===== config.mk =====
export PLATFORM = sky130hd
export DESIGN_NAME = processor_operand_fetch_flat
export DESIGN_NICKNAME = d
export VERILOG_FILES = /design/src/rtl/processor_operand_fetch_pkg.sv /design/src/rtl/processor_operand_fetch_if.sv /design/src/rtl/processor_operand_fetch_operand_forward.sv /design/src/rtl/processor_operand_fetch.sv /design/src/flat_wrapper.sv
export SDC_FILE = /design/constraint.sdc
export NUM_CORES = 1
export LEC_CHECK = 0
export CAP_MARGIN = 10
export CORE_MARGIN = 4
export CORE_UTILIZATION = 40
export CTS_CLUSTER_SIZE = 20
export DETAILED_ROUTE_END_ITERATION = 8
export MAX_ROUTING_LAYER = met4
export PLACE_DENSITY_LB_ADDON = 0.3
export SLEW_MARGIN = 15
export SYNTH_ARGS = -nofsm -noshare
export SYNTH_HDL_FRONTEND = slang
export SYNTH_SLANG_ARGS = --single-unit
export TNS_END_PERCENT = 20

===== constraint.sdc =====
create_clock -name clock -period 12.2 [get_ports clock]
set_clock_uncertainty 0.15 [all_clocks]
set_input_delay 2.44 -clock clock [delete_from_list [all_inputs] [get_ports clock]]
set_output_delay 2.44 -clock clock [all_outputs]
set_load 0.01 [all_outputs]

===== src/rtl/processor_operand_fetch_pkg.sv =====
// Shared definitions for the asm18 core's operand-fetch stage.
// Contents:
//   OP_*        4-bit opcode constants (the top nibble of the instruction word)
//   state_t     RUN/WAIT state of the operand-fetch FSM
//   source_use  returns which source registers an opcode reads, as {uses_rx, uses_ry}
package processor_pkg;

  localparam logic [3:0] OP_ADD               = 4'h0;
  localparam logic [3:0] OP_SUB               = 4'h1;
  localparam logic [3:0] OP_AND               = 4'h2;
  localparam logic [3:0] OP_OR                = 4'h3;
  localparam logic [3:0] OP_XOR               = 4'h4;
  localparam logic [3:0] OP_SHIFT             = 4'h5;
  localparam logic [3:0] OP_READ_FROM_MEMORY  = 4'h6;
  localparam logic [3:0] OP_WRITE_TO_MEMORY   = 4'h7;
  localparam logic [3:0] OP_IF                = 4'h8;
  localparam logic [3:0] OP_CALL_IMM14        = 4'h9;
  localparam logic [3:0] OP_JUMP              = 4'hA;
  localparam logic [3:0] OP_WAIT              = 4'hB;
  localparam logic [3:0] OP_LOAD_IMM          = 4'hC;
  localparam logic [3:0] OP_NOP               = 4'hF;

  typedef enum logic {
    RUN  = 1'b0,
    WAIT = 1'b1
  } state_t;

  // {uses_rx, uses_ry}. CALL reports ry as used because its second read
  // port is redirected to the stack pointer.
  function automatic logic [1:0] source_use(input logic [3:0] op);
    case (op)
      OP_ADD, OP_SUB, OP_AND, OP_OR, OP_XOR, OP_SHIFT,
      OP_WRITE_TO_MEMORY:               source_use = 2'b11;
      OP_READ_FROM_MEMORY, OP_JUMP,
      OP_CALL_IMM14:                    source_use = 2'b01;
      OP_IF:                            source_use = 2'b10;
      default:                          source_use = 2'b00;
    endcase
  endfunction

endpackage


===== src/rtl/processor_operand_fetch_if.sv =====
// Pipeline bus of the operand-fetch stage: the fetch-side input handshake with
// its payload (ip, ip_plus_one, code_word) and the execute-side output handshake
// with its registered payload.
//   master: the surroundings (fetch and execute stages)
//   slave:  the operand-fetch stage itself
interface processor_operand_fetch_if #(
  parameter int ADDR_SIZE = 18,
  parameter int WORD_SIZE = 18
);
  logic                 in_valid;
  logic                 in_ready;
  logic [ADDR_SIZE-1:0] ip;
  logic [ADDR_SIZE-1:0] ip_plus_one;
  logic [WORD_SIZE-1:0] code_word;

  logic                 out_valid;
  logic                 out_ready;
  logic [WORD_SIZE-1:0] alu_data0_out;
  logic [WORD_SIZE-1:0] alu_data1_out;
  logic [WORD_SIZE-1:0] code_word_out;
  logic [ADDR_SIZE-1:0] ip_out;
  logic [ADDR_SIZE-1:0] ip_plus_one_out;
  logic [ADDR_SIZE-1:0] data1_plus_imm_out;

  modport master (
    output in_valid, ip, ip_plus_one, code_word, out_ready,
    input  in_ready, out_valid, alu_data0_out, alu_data1_out, code_word_out,
           ip_out, ip_plus_one_out, data1_plus_imm_out
  );

  modport slave (
    input  in_valid, ip, ip_plus_one, code_word, out_ready,
    output in_ready, out_valid, alu_data0_out, alu_data1_out, code_word_out,
           ip_out, ip_plus_one_out, data1_plus_imm_out
  );
endinterface


===== src/rtl/processor_operand_fetch_operand_forward.sv =====
// Bypass mux for one source operand.
//   read_addr      register index being read
//   rf_data        asynchronous register-file data for read_addr
//   ex_*           execute-stage result; ignored when it is a load (value not ready)
//   wb_*           writeback port
//   data           selected operand: EX, else WB, else register file
module operand_forward
  import processor_pkg::*;
#(
  parameter int REG_BITS  = 3,
  parameter int WORD_SIZE = 18
) (
  input  logic [REG_BITS-1:0]  read_addr,
  input  logic [WORD_SIZE-1:0] rf_data,
  input  logic                 ex_write_enable,
  input  logic                 ex_is_load,
  input  logic [REG_BITS-1:0]  ex_write_addr,
  input  logic [WORD_SIZE-1:0] ex_write_data,
  input  logic                 wb_write_enable,
  input  logic [REG_BITS-1:0]  wb_write_addr,
  input  logic [WORD_SIZE-1:0] wb_write_data,
  output logic [WORD_SIZE-1:0] data
);
  always_comb begin
    data = rf_data;
    if (ex_write_enable && !ex_is_load && ex_write_addr == read_addr)
      data = ex_write_data;
    else if (wb_write_enable && wb_write_addr == read_addr)
      data = wb_write_data;
  end
endmodule


===== src/rtl/processor_operand_fetch.sv =====
// Operand-fetch stage of the asm18 core: decodes the fetched word, reads rx/ry
// with EX/WB forwarding, stalls on load-use hazards, drives the data-memory
// port for stores and calls, and parks in WAIT until a wake event.
// Ports:
//   clock, reset        clock; synchronous active-high reset
//   pipe (slave)        fetch-side and execute-side handshakes with payload
//   flush               kill incoming and registered instruction
//   wake_event          leave WAIT
//   reg_read_addr0/1    register-file read addresses; reg_read_data0/1 data
//   ex_*, wb_*          forwarding sources
//   memory_*            combinational data-memory write port
//   debug_state         current FSM state
// Handshake: a transfer happens on a clock edge where valid && ready. The stage
// raises out_valid one cycle after an accept and holds its payload stable while
// out_valid && !out_ready; in_ready never depends on in_valid.
module processor_operand_fetch
  import processor_pkg::*;
#(
  parameter int ADDR_SIZE = 18,
  parameter int WORD_SIZE = 18,
  parameter int REG_BITS  = 3,
  parameter int IMM_BITS  = 8,
  parameter int SP_REG    = 7
) (
  input  logic                 clock,
  input  logic                 reset,
  processor_operand_fetch_if.slave pipe,
  input  logic                 flush,
  input  logic                 wake_event,
  output logic [REG_BITS-1:0]  reg_read_addr0,
  output logic [REG_BITS-1:0]  reg_read_addr1,
  input  logic [WORD_SIZE-1:0] reg_read_data0,
  input  logic [WORD_SIZE-1:0] reg_read_data1,
  input  logic                 ex_write_enable,
  input  logic                 ex_is_load,
  input  logic [REG_BITS-1:0]  ex_write_addr,
  input  logic [WORD_SIZE-1:0] ex_write_data,
  input  logic                 wb_write_enable,
  input  logic [REG_BITS-1:0]  wb_write_addr,
  input  logic [WORD_SIZE-1:0] wb_write_data,
  output logic [ADDR_SIZE-1:0] memory_addr,
  output logic [WORD_SIZE-1:0] memory_in,
  output logic                 memory_write_enable,
  output state_t               debug_state
);
  state_t state, state_next;

  logic [3:0]           opcode;
  logic [REG_BITS-1:0]  rx, ry;
  logic [IMM_BITS-1:0]  imm;
  logic [1:0]           uses;
  logic [WORD_SIZE-1:0] fwd0, fwd1, operand1;
  logic [ADDR_SIZE-1:0] imm_ext, data1_plus_imm;
  logic                 hazard, accept, take;

  assign opcode = pipe.code_word[WORD_SIZE-1 -: 4];
  assign rx     = pipe.code_word[WORD_SIZE-5 -: REG_BITS];
  assign ry     = pipe.code_word[WORD_SIZE-5-REG_BITS -: REG_BITS];
  assign imm    = pipe.code_word[IMM_BITS-1:0];
  assign uses   = source_use(opcode);

  assign reg_read_addr0 = rx;
  assign reg_read_addr1 = (opcode == OP_CALL_IMM14) ? REG_BITS'(SP_REG) : ry;

  operand_forward #(.REG_BITS(REG_BITS), .WORD_SIZE(WORD_SIZE)) u_forward0 (
    .read_addr(reg_read_addr0), .rf_data(reg_read_data0),
    .ex_write_enable(ex_write_enable), .ex_is_load(ex_is_load),
    .ex_write_addr(ex_write_addr), .ex_write_data(ex_write_data),
    .wb_write_enable(wb_write_enable), .wb_write_addr(wb_write_addr),
    .wb_write_data(wb_write_data), .data(fwd0)
  );

  operand_forward #(.REG_BITS(REG_BITS), .WORD_SIZE(WORD_SIZE)) u_forward1 (
    .read_addr(reg_read_addr1), .rf_data(reg_read_data1),
    .ex_write_enable(ex_write_enable), .ex_is_load(ex_is_load),
    .ex_write_addr(ex_write_addr), .ex_write_data(ex_write_data),
    .wb_write_enable(wb_write_enable), .wb_write_addr(wb_write_addr),
    .wb_write_data(wb_write_data), .data(fwd1)
  );

  // A load in EX has no data yet; any source the opcode actually reads that
  // matches it must wait one cycle for the value to reach WB.
  assign hazard = ex_write_enable && ex_is_load &&
                  ((uses[1] && ex_write_addr == reg_read_addr0) ||
                   (uses[0] && ex_write_addr == reg_read_addr1));

  assign pipe.in_ready = (state == RUN) && !hazard && (!pipe.out_valid || pipe.out_ready);
  assign accept = pipe.in_valid && pipe.in_ready;
  assign take   = accept && !flush;

  assign imm_ext        = {{(ADDR_SIZE-IMM_BITS){imm[IMM_BITS-1]}}, imm};
  assign data1_plus_imm = fwd1[ADDR_SIZE-1:0] + imm_ext;
  assign operand1       = (opcode == OP_IF) ? WORD_SIZE'(pipe.ip) : fwd1;

  always_comb begin
    memory_addr         = data1_plus_imm;
    memory_in           = fwd0;
    memory_write_enable = 1'b0;
    if (opcode == OP_CALL_IMM14) begin
      memory_addr = fwd1[ADDR_SIZE-1:0];
      memory_in   = WORD_SIZE'(pipe.ip_plus_one);
    end
    if (take && (opcode == OP_WRITE_TO_MEMORY || opcode == OP_CALL_IMM14))
      memory_write_enable = 1'b1;
  end

  always_ff @(posedge clock) begin
    if (reset) state <= RUN;
    else       state <= state_next;
  end

  // The WAIT instruction is accepted in RUN, so a wake in that same cycle is
  // not seen; flush also releases WAIT.
  always_comb begin
    state_next = state;
    case (state)
      RUN:     if (take && opcode == OP_WAIT) state_next = WAIT;
      WAIT:    if (flush || wake_event)       state_next = RUN;
      default: state_next = RUN;
    endcase
  end

  assign debug_state = state;

  always_ff @(posedge clock) begin
    if (reset) begin
      pipe.out_valid          <= 1'b0;
      pipe.alu_data0_out      <= '0;
      pipe.alu_data1_out      <= '0;
      pipe.code_word_out      <= '0;
      pipe.ip_out             <= '0;
      pipe.ip_plus_one_out    <= '0;
      pipe.data1_plus_imm_out <= '0;
    end else if (flush) begin
      pipe.out_valid <= 1'b0;
    end else if (take) begin
      pipe.out_valid          <= 1'b1;
      pipe.alu_data0_out      <= fwd0;
      pipe.alu_data1_out      <= operand1;
      pipe.code_word_out      <= pipe.code_word;
      pipe.ip_out             <= pipe.ip;
      pipe.ip_plus_one_out    <= pipe.ip_plus_one;
      pipe.data1_plus_imm_out <= data1_plus_imm;
    end else if (pipe.out_ready) begin
      pipe.out_valid <= 1'b0;
    end
  end
endmodule


===== src/flat_wrapper.sv =====
// flat-port wrapper written by rule: the top's interface ports become plain ports
module processor_operand_fetch_flat import processor_pkg::*;
#(
  parameter int ADDR_SIZE = 18,
  parameter int WORD_SIZE = 18,
  parameter int REG_BITS  = 3,
  parameter int IMM_BITS  = 8,
  parameter int SP_REG    = 7
)
  (clock, reset, flush, wake_event, reg_read_addr0, reg_read_addr1, reg_read_data0, reg_read_data1, ex_write_enable, ex_is_load, ex_write_addr, ex_write_data, wb_write_enable, wb_write_addr, wb_write_data, memory_addr, memory_in, memory_write_enable, debug_state, pipe_in_valid, pipe_ip, pipe_ip_plus_one, pipe_code_word, pipe_out_ready, pipe_in_ready, pipe_out_valid, pipe_alu_data0_out, pipe_alu_data1_out, pipe_code_word_out, pipe_ip_out, pipe_ip_plus_one_out, pipe_data1_plus_imm_out);
  processor_operand_fetch_if #(.ADDR_SIZE(ADDR_SIZE), .WORD_SIZE(WORD_SIZE)) pipe_i ();
  input  logic clock;
  input  logic reset;
  input  logic flush;
  input  logic wake_event;
  output logic [REG_BITS-1:0] reg_read_addr0;
  output logic [REG_BITS-1:0] reg_read_addr1;
  input  logic [WORD_SIZE-1:0] reg_read_data0;
  input  logic [WORD_SIZE-1:0] reg_read_data1;
  input  logic ex_write_enable;
  input  logic ex_is_load;
  input  logic [REG_BITS-1:0] ex_write_addr;
  input  logic [WORD_SIZE-1:0] ex_write_data;
  input  logic wb_write_enable;
  input  logic [REG_BITS-1:0] wb_write_addr;
  input  logic [WORD_SIZE-1:0] wb_write_data;
  output logic [ADDR_SIZE-1:0] memory_addr;
  output logic [WORD_SIZE-1:0] memory_in;
  output logic memory_write_enable;
  output state_t debug_state;
  input wire logic [$bits(pipe_i.in_valid)-1:0] pipe_in_valid;
  input wire logic [$bits(pipe_i.ip)-1:0] pipe_ip;
  input wire logic [$bits(pipe_i.ip_plus_one)-1:0] pipe_ip_plus_one;
  input wire logic [$bits(pipe_i.code_word)-1:0] pipe_code_word;
  input wire logic [$bits(pipe_i.out_ready)-1:0] pipe_out_ready;
  output wire logic [$bits(pipe_i.in_ready)-1:0] pipe_in_ready;
  output wire logic [$bits(pipe_i.out_valid)-1:0] pipe_out_valid;
  output wire logic [$bits(pipe_i.alu_data0_out)-1:0] pipe_alu_data0_out;
  output wire logic [$bits(pipe_i.alu_data1_out)-1:0] pipe_alu_data1_out;
  output wire logic [$bits(pipe_i.code_word_out)-1:0] pipe_code_word_out;
  output wire logic [$bits(pipe_i.ip_out)-1:0] pipe_ip_out;
  output wire logic [$bits(pipe_i.ip_plus_one_out)-1:0] pipe_ip_plus_one_out;
  output wire logic [$bits(pipe_i.data1_plus_imm_out)-1:0] pipe_data1_plus_imm_out;
  assign pipe_i.in_valid = pipe_in_valid;
  assign pipe_i.ip = pipe_ip;
  assign pipe_i.ip_plus_one = pipe_ip_plus_one;
  assign pipe_i.code_word = pipe_code_word;
  assign pipe_i.out_ready = pipe_out_ready;
  assign pipe_in_ready = pipe_i.in_ready;
  assign pipe_out_valid = pipe_i.out_valid;
  assign pipe_alu_data0_out = pipe_i.alu_data0_out;
  assign pipe_alu_data1_out = pipe_i.alu_data1_out;
  assign pipe_code_word_out = pipe_i.code_word_out;
  assign pipe_ip_out = pipe_i.ip_out;
  assign pipe_ip_plus_one_out = pipe_i.ip_plus_one_out;
  assign pipe_data1_plus_imm_out = pipe_i.data1_plus_imm_out;
  processor_operand_fetch #(.ADDR_SIZE(ADDR_SIZE), .WORD_SIZE(WORD_SIZE), .REG_BITS(REG_BITS), .IMM_BITS(IMM_BITS), .SP_REG(SP_REG)) u_core (.clock(clock), .reset(reset), .pipe(pipe_i), .flush(flush), .wake_event(wake_event), .reg_read_addr0(reg_read_addr0), .reg_read_addr1(reg_read_addr1), .reg_read_data0(reg_read_data0), .reg_read_data1(reg_read_data1), .ex_write_enable(ex_write_enable), .ex_is_load(ex_is_load), .ex_write_addr(ex_write_addr), .ex_write_data(ex_write_data), .wb_write_enable(wb_write_enable), .wb_write_addr(wb_write_addr), .wb_write_data(wb_write_data), .memory_addr(memory_addr), .memory_in(memory_in), .memory_write_enable(memory_write_enable), .debug_state(debug_state));
endmodule

# ---- After elaboration in Yosys (flattened, before gate mapping)
# Memory sizes are Yosys's and may differ from the RTL's.
# Index checks and enable logic that the tools add are counted.
dict set report word_totals {
  word_cells 60
  ff_bits 110
  output_inout_bits 154
  inputBits 141
  rom_bits 32
  memories 1
}
dict set report op_classes {
  reduce_logical 26
  mux 14
  n_eq_ne 8
  bitwise_logic 2
  add_sub_neg 1
}
# memory words width read_ports rd_ports_with_merged_regs wr line_no
set memory_table {}
lappend memory_table {{(name not given)} 16 2 1 0 0 processor_operand_fetch_pkg.sv:31} ;# case (op)
# op count
set op_table {}
lappend op_table {{$mux 18} 7}
lappend op_table {{$add 18x18->18} 1}
lappend op_table {{$logic_and 1x1->1} 15}
lappend op_table {{$eq 3x3->1} 4}
lappend op_table {{$eq 4x4->1 const B} 3}
lappend op_table {{$mux 1} 5}
lappend op_table {{$eq 4x3->1 const B} 1}
lappend op_table {{$logic_not 1->1} 4}
lappend op_table {{$logic_or 1x1->1} 4}
lappend op_table {{$mux 3} 1}
lappend op_table {{$not 1->1} 2}
lappend op_table {{$pmux 1 s2} 1}
lappend op_table {{$reduce_and 2->1} 1}
lappend op_table {{$reduce_bool 2->1} 1}
lappend op_table {{$reduce_or 2->1} 1}

# ---- Depth between registers and ports, before layout
# Gate-level depths: netlist of run 1.
dict set report logic_depth {
  ltp_word 14
  depth_mapped 20
  mapped_depth_nobuf 18
}

# ---- Hierarchy
# Synthesis of run 1 repeated with hierarchy kept, for this count alone.
dict set report unflattened {
  cells_unflattened 882
  hier_area_um2 6502.5
}
# module n_inst area_each_um2 seq_area_each_um2 cells_per_inst
set modules_own_cells {}
lappend modules_own_cells {processor_operand_fetch 1 5594.1 2202.1 746}
lappend modules_own_cells {operand_forward 2 454.2 0.0 68}

# ---- Least setup slack after synthesis of run 1
# Ideal clock, no wire load.
dict set report synth_path {
  kind {input to output}
  startpoint {input pipe_code_word[15]}
  endpoint {output memory_addr[14]}
  required_ps 9610
  t_arrival_ps 5923
  slack_ps 3687
  n_path_buf 2
  path_stages 18
  path_cell_list {inv_1 ha_1 nand3b_4 nand2b_2 or3_1 a21oi_2 buf_6 buf_12 mux2i_1 a21oi_1 ha_1 nor2b_1 o21ai_1 a21boi_1 o21a_1 o311a_1 or4b_1 o211a_1}
}
dict set report synth_between {
  elab_chain_len 8
  elab_cells_between_ends 10
  cone_classes {add/sub: 1; eq/ne: 3; mux: 4; reduce/logical: 2}
}
# element line_no
set synth_rtl {}
lappend synth_rtl {{start: declaration} flat_wrapper.sv:34} ;# input wire logic [$bits(pipe_i.code_word)-1:0] pipe_code_word;
lappend synth_rtl {{$eq 4x4->1 *} processor_operand_fetch.sv:63} ;# assign reg_read_addr1 = (opcode == OP_CALL_IMM14) ? REG_BITS'(SP_REG) : ry;
lappend synth_rtl {{$mux 3 *} processor_operand_fetch.sv:63}
lappend synth_rtl {{named net reg_read_addr1[1]} flat_wrapper.sv:17} ;# output logic [REG_BITS-1:0] reg_read_addr1;
lappend synth_rtl {{$eq 3x3->1} processor_operand_fetch_operand_forward.sv:28} ;# else if (wb_write_enable && wb_write_addr == read_addr)
lappend synth_rtl {{$logic_and 1x1->1} processor_operand_fetch_operand_forward.sv:28}
lappend synth_rtl {{$mux 18} processor_operand_fetch_operand_forward.sv:28}
lappend synth_rtl {{$mux 18 *} processor_operand_fetch_operand_forward.sv:26} ;# if (ex_write_enable && !ex_is_load && ex_write_addr == read_addr)
lappend synth_rtl {{$add 18x18->18} processor_operand_fetch.sv:92} ;# assign data1_plus_imm = fwd1[ADDR_SIZE-1:0] + imm_ext;
lappend synth_rtl {{$mux 18 *} processor_operand_fetch.sv:99} ;# if (opcode == OP_CALL_IMM14) begin
lappend synth_rtl {{end: declaration} flat_wrapper.sv:27} ;# output logic [ADDR_SIZE-1:0] memory_addr;
# Mark *: on every way through the listed nets, which the timed path passes. The rest lies on a longest branch.

# ---- Worst setup path after layout of run 1
dict set report layout_path {
  startpoint {input pipe_code_word[15]}
  endpoint {output memory_addr[17]}
}
dict set report layout_between {
  elab_chain_len 8
  elab_cells_between_ends 10
  cone_classes {add/sub: 1; eq/ne: 3; mux: 4; reduce/logical: 2}
}
# element line_no
set layout_rtl {}
lappend layout_rtl {{$eq 4x4->1 *} {processor_operand_fetch.sv:63, processor_operand_fetch.sv:99}}
lappend layout_rtl {{$mux 3} processor_operand_fetch.sv:63}
lappend layout_rtl {{$eq 3x3->1} processor_operand_fetch_operand_forward.sv:28}
lappend layout_rtl {{$logic_and 1x1->1} processor_operand_fetch_operand_forward.sv:28}
lappend layout_rtl {{$mux 18} processor_operand_fetch_operand_forward.sv:28}
lappend layout_rtl {{$mux 18} processor_operand_fetch_operand_forward.sv:26}
lappend layout_rtl {{$add 18x18->18} processor_operand_fetch.sv:92}
lappend layout_rtl {{$mux 18 *} processor_operand_fetch.sv:99}
# Every way passes the cells marked *; elsewhere a longest branch is shown, timed or not.

==> results of run 1 <==
==> sequential cells by signal, summed over array words and instances, names as in the netlist <==
register,cells
u_core.pipe.data1_plus_imm_out,18
u_core.pipe.code_word_out,18
u_core.pipe.ip_plus_one_out,18
u_core.debug_state,1
u_core.pipe.alu_data0_out,18
u_core.pipe.out_valid,1
u_core.pipe.ip_out,18
u_core.pipe.alu_data1_out,18
==> cell families after synthesis <==
family,count (synthesis),share of synthesized area
buf+inv,78,0.0559
xor+xnor,16,0.0209
simple gates,351,0.233
mux,47,0.0719
compound gates,269,0.247
fa+ha+maj,23,0.0440
flops,110,0.328
==> worst max-delay path: stages <==
cell	delay (ns)
clkdlybuf4s50_1	0.53
inv_1	0.08
ha_1	0.27
nand3b_4	0.35
a211oi_1	0.16
or4_2	1.16
nor2_1	0.40
a21oi_1	0.11
ha_1	0.40
o211ai_1	0.11
o21ai_1	0.27
o221a_2	0.29
a21boi_1	0.08
o311ai_0	0.53
nand2_1	0.15
xnor2_1	0.15
clkdlybuf4s50_1	0.59
==> cell type report <==
cell class | instances | area, um^2 | area share
multi-input combinational | 706 | 4170 | 0.418
timing repair buffer | 300 | 2990 | 0.299
sequential | 110 | 2200 | 0.221
tap | 220 | 275 | 0.0276
clock buffer | 9 | 225 | 0.0226
clock inverter | 7 | 82.6 | 0.00828
inverter | 9 | 33.8 | 0.00339
==> stage by stage <==
step                hold WS (ns)  instance area (um^2)  cells
floorplan                  0.331                  6720    894
global placement           0.291                  9670   1345
detailed placement         0.296                  9670   1345
CTS                        0.307                  9980   1361
global route               0.319                  9980   1361
finish                     0.306                  9980   1361
==> report_power, final <==
part | leakage, nW | internal (mW) | switching, mW
clock | 0.144 | 0.163 | 0.152
sequential | 0.900 | 0.380 | 0.0109
combinational | 2.78 | 0.186 | 0.179
total | 3.82 | 0.729 | 0.341
==> path summary, 6_finish.rpt <==
kind              depth (start not counted)                                         end
setup reg to reg                          6   u_core.pipe.alu_data1_out[5]$_SDFFE_PP0P_
hold / removal                            2  u_core.pipe.code_word_out[10]$_SDFFE_PP0P_
setup / recovery                         17                             memory_addr[17]
hold reg to reg                           2  u_core.pipe.code_word_out[10]$_SDFFE_PP0P_
==> placed cells by master, fill, tap and decap left out, types with 8 or more instances in the layout <==
cell type and count:
o21ai_0 23, inv_1 8, a211oi_1 21, nor2_1 74, ha_1 22, a21o_1 8, o21ai_1 24, a211o_1 15
mux2i_1 37, clkbuf_16 9, clkdlybuf4s50_1 293, nand3_1 11, nand2_1 191, dfxtp_1 110, nor2b_1 23, xnor2_1 12
mux2_2 9, a21oi_1 127, o21a_1 14
==> metal layers <==
metal	up-vias	routed length, um	part of all wire
met5	-	0	0
met3	40	1920	0.072
met2	300	12300	0.46
met4	0	627	0.024
met1	3423	11700	0.44
li1	3608	-	-
==> metrics.txt, run 1 <==
fin util 0.604; Final WS setup 1.52 ns; VDD IR max 63.6 uV; first-pass GRT wire length 38.6 mm; met1 GRT Util 0.371; hold crit path type flip-flop to flip-flop; core area 0.0165 mm^2; final WL 26.5 mm; Max Slew Vio Count 0; Critical Path AT 8.09 ns; root buffer cell clkbuf_16; WP data required 9.61 ns; R2R Setup Slk 9.18 ns; P per Cell Area 107 mW/mm^2; Avg Vias per Cell 5.42; Area growth syn-to-layout 48.5%; 1st-iter DRT viols 462; CTS tree done; Syn Area/Cell 7.51 um^2; CP endpoint kind output port; Final Wtd Congestion 0.904; initial core utilization 0.406; # clock sinks 110; Finish-stage setup viols 0; register area share after synthesis 0.328; die area 0.0189 mm^2; DR pass1 iterations 5; post-CTS setup buffer count 0; leakage 3.82 nW; cell taking the most area after synthesis dfxtp_1; Worst-Margin Slew 0.992 ns; layout cells sized above 1 0.0403; Tmin final 10.68 ns; I/O Pins 295; synth top area cells dfxtp_1 (33%), nand2_1 (11%), a21oi_1 (9.5%), mux2i_1 (5.5%), nor2_1 (4.2%); ys async rst share 0; GRT Resource Usage Total 0.274; status completed; top_reg_cell synth dfxtp_1; Nets 1300; #FFs+latches synth 110; post-CTS sizing 0; Die Width 138 um; largest net degree at the start of global routing 83; # rows 47; Fmax 0.0937 GHz; ANT nets after route 0; residual DRC count 0; warnings from Yosys 0; Post-synth EDFFs 0; die span in y 138 um; Num CTS Buffers 9; CP max FO 58; synth unique cells 66; fin crit share 0.875; PortBufs 294; clock slew seen by the registers of the worst setup and hold paths 0.08 ns; routed length per placed instance 19.5 um; CP startpoint kind primary input; worst-case clock buffer depth 2; Final Hold Viols 0; post-route setup TNS 0 ns; CP startpoint pipe_code_word[15]; Syn Nets 1058; vias in the first global route 6653; CTS Hold Bufs 0; synthesized instance count 894; GR Util met2 0.422; Place WS 1.59 ns; Via Count 7371; H-tree Lvls 3; met3 Use GR 0.0402; Remaining Overflow, GRT 0; Total Power 1.07 mW; Clk Latency, worst-skew pair 0.35 ns; Fillers 1523; placed wire-length estimate 20.0 mm; Worst R2R Start u_core.pipe.out_valid$_SDFFE_PP0P_; antenna violations before repair 0; top cell type's share of synthesized area 0.328; RSZ-0062 raised after global routing no; ANT cells 0; Hold Startpoint u_core.pipe.code_word_out[10]$_SDFFE_PP0P_; Post-Synthesis Cell Area 0.00672 mm^2; Slew headroom 0.339; critical path type primary input to output port; cell with the most instances after synthesis nand2_1; most frequent cells after synthesis nand2_1 (191), a21oi_1 (127), dfxtp_1 (110); busiest grt layer met2; Max-Cap Viols 0
Power figures use the tool's default switching activity.
==> run 2: changes to the inputs <==
--- a/config.mk
+++ b/config.mk
@@ -12,6 +12,7 @@
 export DETAILED_ROUTE_END_ITERATION = 8
 export MAX_ROUTING_LAYER = met4
 export PLACE_DENSITY_LB_ADDON = 0.3
+export SETUP_SLACK_MARGIN = 0.05
 export SLEW_MARGIN = 15
 export SYNTH_ARGS = -nofsm -noshare
 export SYNTH_HDL_FRONTEND = slang
==> results of run 2 <==
No change in the layout: final DEF, timing and power equal those of run 1.
==> variant 1, RTL diff (flow settings as in run 2) <==
`IMM_BITS` is set to 8 in 2 places; all go to 10.
--- a/src/rtl/processor_operand_fetch.sv
+++ b/src/rtl/processor_operand_fetch.sv
@@ -19,7 +19,7 @@
   parameter int ADDR_SIZE = 18,
   parameter int WORD_SIZE = 18,
   parameter int REG_BITS  = 3,
-  parameter int IMM_BITS  = 8,
+  parameter int IMM_BITS  = 10,
   parameter int SP_REG    = 7
 ) (
   input  logic                 clock,
--- a/src/flat_wrapper.sv
+++ b/src/flat_wrapper.sv
@@ -4,7 +4,7 @@
   parameter int ADDR_SIZE = 18,
   parameter int WORD_SIZE = 18,
   parameter int REG_BITS  = 3,
-  parameter int IMM_BITS  = 8,
+  parameter int IMM_BITS  = 10,
   parameter int SP_REG    = 7
 )
   (clock, reset, flush, wake_event, reg_read_addr0, reg_read_addr1, reg_read_data0, reg_read_data1, ex_write_enable, ex_is_load, ex_write_addr, ex_write_data, wb_write_enable, wb_write_addr, wb_write_data, memory_addr, memory_in, memory_write_enable, debug_state, pipe_in_valid, pipe_ip, pipe_ip_plus_one, pipe_code_word, pipe_out_ready, pipe_in_ready, pipe_out_valid, pipe_alu_data0_out, pipe_alu_data1_out, pipe_code_word_out, pipe_ip_out, pipe_ip_plus_one_out, pipe_data1_plus_imm_out);
Check against the original RTL: not equivalent (Yosys sat finds a counterexample within 4 cycles, from zero or initial values and one cycle with reset high).
==> variant 1 against run 2 <==
  * Non-clock buffer count up 3
  * Sequential cell count unchanged
  * Routed wire length down 4.3%
  * Synthesized cell count down 3.2%
  * Total power up 0.90%
  * Die area down 3.1%
  * Utilization up 1.1 points
  * Setup slack better by 0.098 ns
  * Critical path type unchanged
  * Synthesized area down 3.3%
  * Highest routed layer unchanged
  * Critical endpoint is now memory_addr[14]
  * Final area down 2.1%
  * Clock power up 4%
==> variant 1: results (changes against run 2) <==
Global routing
  – Largest net degree at the start of global routing: 81 (-2.4%)
  – Overall Global Routing Usage: 27.2% (-0.23 points)
  – Number of antenna violations at the first check in global routing: 1 (+1)
  – First-pass GRT wire length: 37.6 mm (-2.5%)
  – Grt met3 use: 4.57% (+0.55 points)
  – GR Util met1: 34.6% (-2.5 points)
  – Met2 usage: 43.8% (+1.5 points)

Synthesis
  – Commonest cells post-synth: nand2_1 (287), dfxtp_1 (110), a21oi_1 (84), mux2i_1 (53), nor2_1 (37)
  – Synth cell types: 51 (-23%)
  – Post-synthesis sequential area ratio: 33.9% (+1.1 points)
  – Syn_nets: 1029 (-2.7%)
  – Share of flip-flops with an asynchronous set or reset: 0% (unchanged)
  – Syn Area/Cell: 7.51 um^2 (about the same)
  – Largest cells by area after synthesis: dfxtp_1 (34%), nand2_1 (17%), mux2i_1 (8.2%)

Route
  – 1st-pass router iterations: 5 (unchanged)
  – WL final: 25.4 mm (-4.3%)
  – Wirelength per Cell: 19.0 um (-2.8%)
  – Via Count: 6968 (-5.5%)
  – DRT iter0 DRCs: 451 (-2.4%)

Critical path
  – Crit path max-delay cell type: and3b_2
  – Slowest cell delay on critical path: 0.74 ns (-0.42 ns)
  – Arrival time at the worst endpoint: 7.99 ns (-0.10 ns)
  – Worst-path maximum fanout: 42 (-28%)
  – Critical path's top delay family: compound AO/OA/AOI/OAI gates

Placed design
  – Pre-CTS WS: 1.63 ns (+0.0490 ns)
  – PortBufs: 294 (unchanged)
  – DP Wirelength: 19.5 mm (-2.4%)
  – RD Place Congestion: 0.963 (+6.5%)
  – Placed cell area: 9450 um^2 (-2.3%)
  – Placed cells: 1323 (-1.6%)

Min path
  – Worst hold path class: flip-flop to flip-flop

Run status
  – Status: finished, final reports clean

Power
  – Leakage: 3.99 nW (+4.2%)
  – Sw Pwr: 0.000337 W (-1.3%)
  – VDD IR max: 79.0 uV (+24%)

STA
  – Worst slew pin tran: 1.09 ns (+0.0942 ns)

Cells and area
  – Fillers: 1506 (-1.1%)
  – Layout cells sized above 1: 7.75% (+3.7 points)

CTS
  – Setup Buffers After CTS: 0 (unchanged)
  – Post-CTS resize count: 0 (unchanged)
variant 1: path summary, 6_finish.rpt:
kind	start	end	slack, ns	cells past startpoint
max	pipe_code_word[15]	memory_addr[14]	1.62	20
min	u_core.pipe.ip_plus_one_out[1]	u_core.pipe.ip_plus_one_out[1]	0.31	2
max reg2reg	u_core.pipe.out_valid	u_core.pipe.alu_data0_out[1]	9.74	8
min reg2reg	u_core.pipe.ip_plus_one_out[1]	u_core.pipe.ip_plus_one_out[1]	0.31	2
variant 1: worst register-to-register path, cell delays in order (launching register included):
cell and delay [ns]:
dfxtp_1 0.34, nand2b_1 0.10, o311ai_0 0.15, a21oi_2 0.11, nand2_2 0.14, or2_4 0.22, buf_4 0.78, nand2_1 0.19
a21oi_1 0.19
variant 1: metal layers:
| metal | part of all wire, % | routed length (um) |
|---|---|---|
| met1 | 43 | 10900 |
| met5 | 0 | 0 |
| met3 | 6.0 | 1520 |
| met4 | 3.2 | 824 |
| met2 | 48 | 12200 |
variant 1: area by class of cell:
cell class / instances / area (um^2) / area share, %
antenna: 1 / 2.50 / 0.0256
clock inverter: 7 / 96.3 / 0.986
sequential: 110 / 2200 / 22.5
timing repair buffer: 303 / 3010 / 30.8
inverter: 8 / 30.0 / 0.307
tap: 216 / 270 / 2.77
clock buffer: 9 / 225 / 2.30
multi-input combinational: 686 / 3940 / 40.3
variant 1: cells by family after synthesis:
family / share of synthesized area (%)
AND/OR/NAND/NOR: 24.5
AO/OA/AOI/OAI: 19.7
flip-flops: 33.9
buffers and inverters: 6.01
multiplexers: 8.16
XOR/XNOR: 3.24
adder cells (fa/ha/maj): 4.54
variant 1: power by group through the flow:
stage,logic [W],clock network (W),registers (W)
2_1_floorplan,0.000162,0,0.000410
3_3_place_gp,0.000360,0,0.000400
3_5_place_dp,0.000359,0,0.000401
4_1_cts,0.000361,0.000331,0.000392
5_1_grt,0.000389,0.000345,0.000395
6_report,0.000361,0.000327,0.000392
variant 1: stage by stage:
| stage | hold slack, ns | total power [W] |
|---|---|---|
| after floorplan | 0.331 | 0.000572 |
| after global placement | 0.291 | 0.000759 |
| after detailed placement | 0.296 | 0.000760 |
| after CTS | 0.306 | 0.00108 |
| after global routing | 0.323 | 0.00113 |
| final | 0.306 | 0.00108 |
==> variant 2, RTL diff (config.mk and constraints of run 2) <==
Made on the original files. Make the reset (`reset`) asynchronous in 2 clocked blocks. Comments in the files are not updated.
--- a/src/rtl/processor_operand_fetch.sv
+++ b/src/rtl/processor_operand_fetch.sv
@@ -104,7 +104,7 @@
       memory_write_enable = 1'b1;
   end
 
-  always_ff @(posedge clock) begin
+  always_ff @(posedge clock or posedge reset) begin
     if (reset) state <= RUN;
     else       state <= state_next;
   end
@@ -122,7 +122,7 @@
 
   assign debug_state = state;
 
-  always_ff @(posedge clock) begin
+  always_ff @(posedge clock or posedge reset) begin
     if (reset) begin
       pipe.out_valid          <= 1'b0;
       pipe.alu_data0_out      <= '0;
Behaviour: differs if reset is asserted again (counterexample within 4 cycles, from zero or initial values and one cycle with reset high); with reset held inactive, the same outputs for 4 cycles.
==> variant 2 against run 2 <==
  * Utilization grew 0.55 points
  * Total power grew 28%
  * Routed wire length grew 0.12%
  * Global-route usage grew 0.15 points
  * First-iteration DRC count grew 16%
  * Synthesized cell count shrank 8.1%
  * Setup slack lost 0.088 ns
  * Synthesized area grew 1.4%
  * Final area grew 1.6%
  * Fmax shrank 0.82%
  * Sequential cell count is the same
  * Combinational power grew 61%
  * Critical path depth grew 1
==> variant 2: results (changes against run 2) <==
Synthesis
  – Largest cells by area after synthesis: dfrtp_1 (40%), nand2_1 (18%), mux2i_1 (5.1%)
  – Post-synthesis adder-cell area fraction: 4.34% (-0.061 points)
  – Mux cell area share after synthesis: 8.95% (+1.8 points)
  – Xor-xnor portion of the synthesized cell area: 2.83% (+0.74 points)
  – Post-synthesis sequential area ratio: 40.4% (+7.6 points)
  – Syn_nets: 986 (-6.8%)
  – Share of flip-flops with an asynchronous set or reset: 100% (+100 points)
  – Fraction of the mapped netlist area in compound gates: 13.0% (-12 points)
  – Synth cell types: 53 (-20%)
  – Commonest cells post-synth: nand2_1 (321), dfrtp_1 (110), mux2i_1 (35), o21ai_0 (33), a21oi_1 (30)

CTS
  – H-tree Lvls: 3 (unchanged)

Cells and area
  – Non-clock buffers: 302 (+0.67%)
  – Buffer share of cell area: 29.6% (-0.31 points)
  – Count of multi-input gates: 647 (-8.4%)
  – Nets: 1250 (-3.8%)
  – Area occupied by multi-input gates: 3760 um^2 (-9.9%)
  – Ant. Diodes: 1 (+1)
  – Fillers: 1480 (-2.8%)
  – Seq/total area: 27.1% (+5.1 points)
  – Clock buffer cells: 11 (+2)
  – Inverter count: 16 (+7)

Critical path
  – RR Startpoint: u_core.pipe.out_valid
  – Arrival time at the worst endpoint: 8.18 ns (+0.09 ns)
  – Crit path max-delay cell type: o21a_1
  – Slowest cell delay on critical path: 0.89 ns (-0.27 ns)
  – Critical path's top delay family: compound AO/OA/AOI/OAI gates
  – Critical R2R Capture: u_core.pipe.alu_data1_out[0]
  – Register-to-register path setup slack: 8.79 ns (-0.39 ns)

Route
  – DRT iter0 DRCs: 535 (+16%)
  – Vias/cell: 5.31 (-2.0%)
  – Met1 wire length: 11.1 mm (-4.7%)
  – DR WL met3: 2.24 mm (+16%)
  – WL final: 26.6 mm (+0.12%)

STA
  – Period minus WS final: 10.77 ns (+0.0882 ns)
  – Final hold slack: 0.322 ns (+0.0164 ns)
  – Max_slew headroom: 26.0% (-7.9 points)

Min path
  – WHS Endpoint: u_core.pipe.ip_out[2]
  – Hold wc startpoint: u_core.pipe.ip_out[2]

Global routing
  – Vias in the first global route: 6764 (+1.7%)
  – Largest net degree at the start of global routing: 106 (+28%)
  – First-pass GRT wire length: 40.1 mm (+3.8%)
  – Overall Global Routing Usage: 27.5% (+0.15 points)

Placed design
  – RD Place Congestion: 1.01 (+11%)

Power
  – Leakage: 4.75 nW (+24%)
  – VDD IR max: 77.4 uV (+22%)

Run status
  – Status: finished, final reports clean
[variant 2: cell count changes in the layout (fill, tap and decap cells not counted), moves of 16 or more]
cell / run 2 / this run
and3_1: 4 / 20
dfrtp_1: 0 / 110
nor2_1: 74 / 29
a21oi_1: 127 / 30
nand2_1: 191 / 321
dfxtp_1: 110 / 0
a211oi_1: 21 / 1
o21ai_1: 24 / 0
nor2b_1: 23 / 5
a221o_1: 0 / 17
[variant 2: power by group]
part / internal [W] / switching, W
registers: 0.000445 / 0.0000469
logic: 0.000313 / 0.000273
clock network: 0.000158 / 0.000137
[variant 2: through the flow]
stage / cell area (um^2) / util, % / instances
after floorplan: 6810 / - / 822
after global placement: 9850 / 59.2 / 1295
after detailed placement: 9850 / 59.2 / 1295
after CTS: 10100 / 60.9 / 1311
after global routing: 10100 / 60.9 / 1311
final: 10100 / 60.9 / 1312
[variant 2: metal layers]
layer	vias to the layer above	global-route usage (%)
met4	0	10.7
met2	319	42.8
met5	-	-
li1	3281	-
met1	3323	34.9
met3	44	6.53
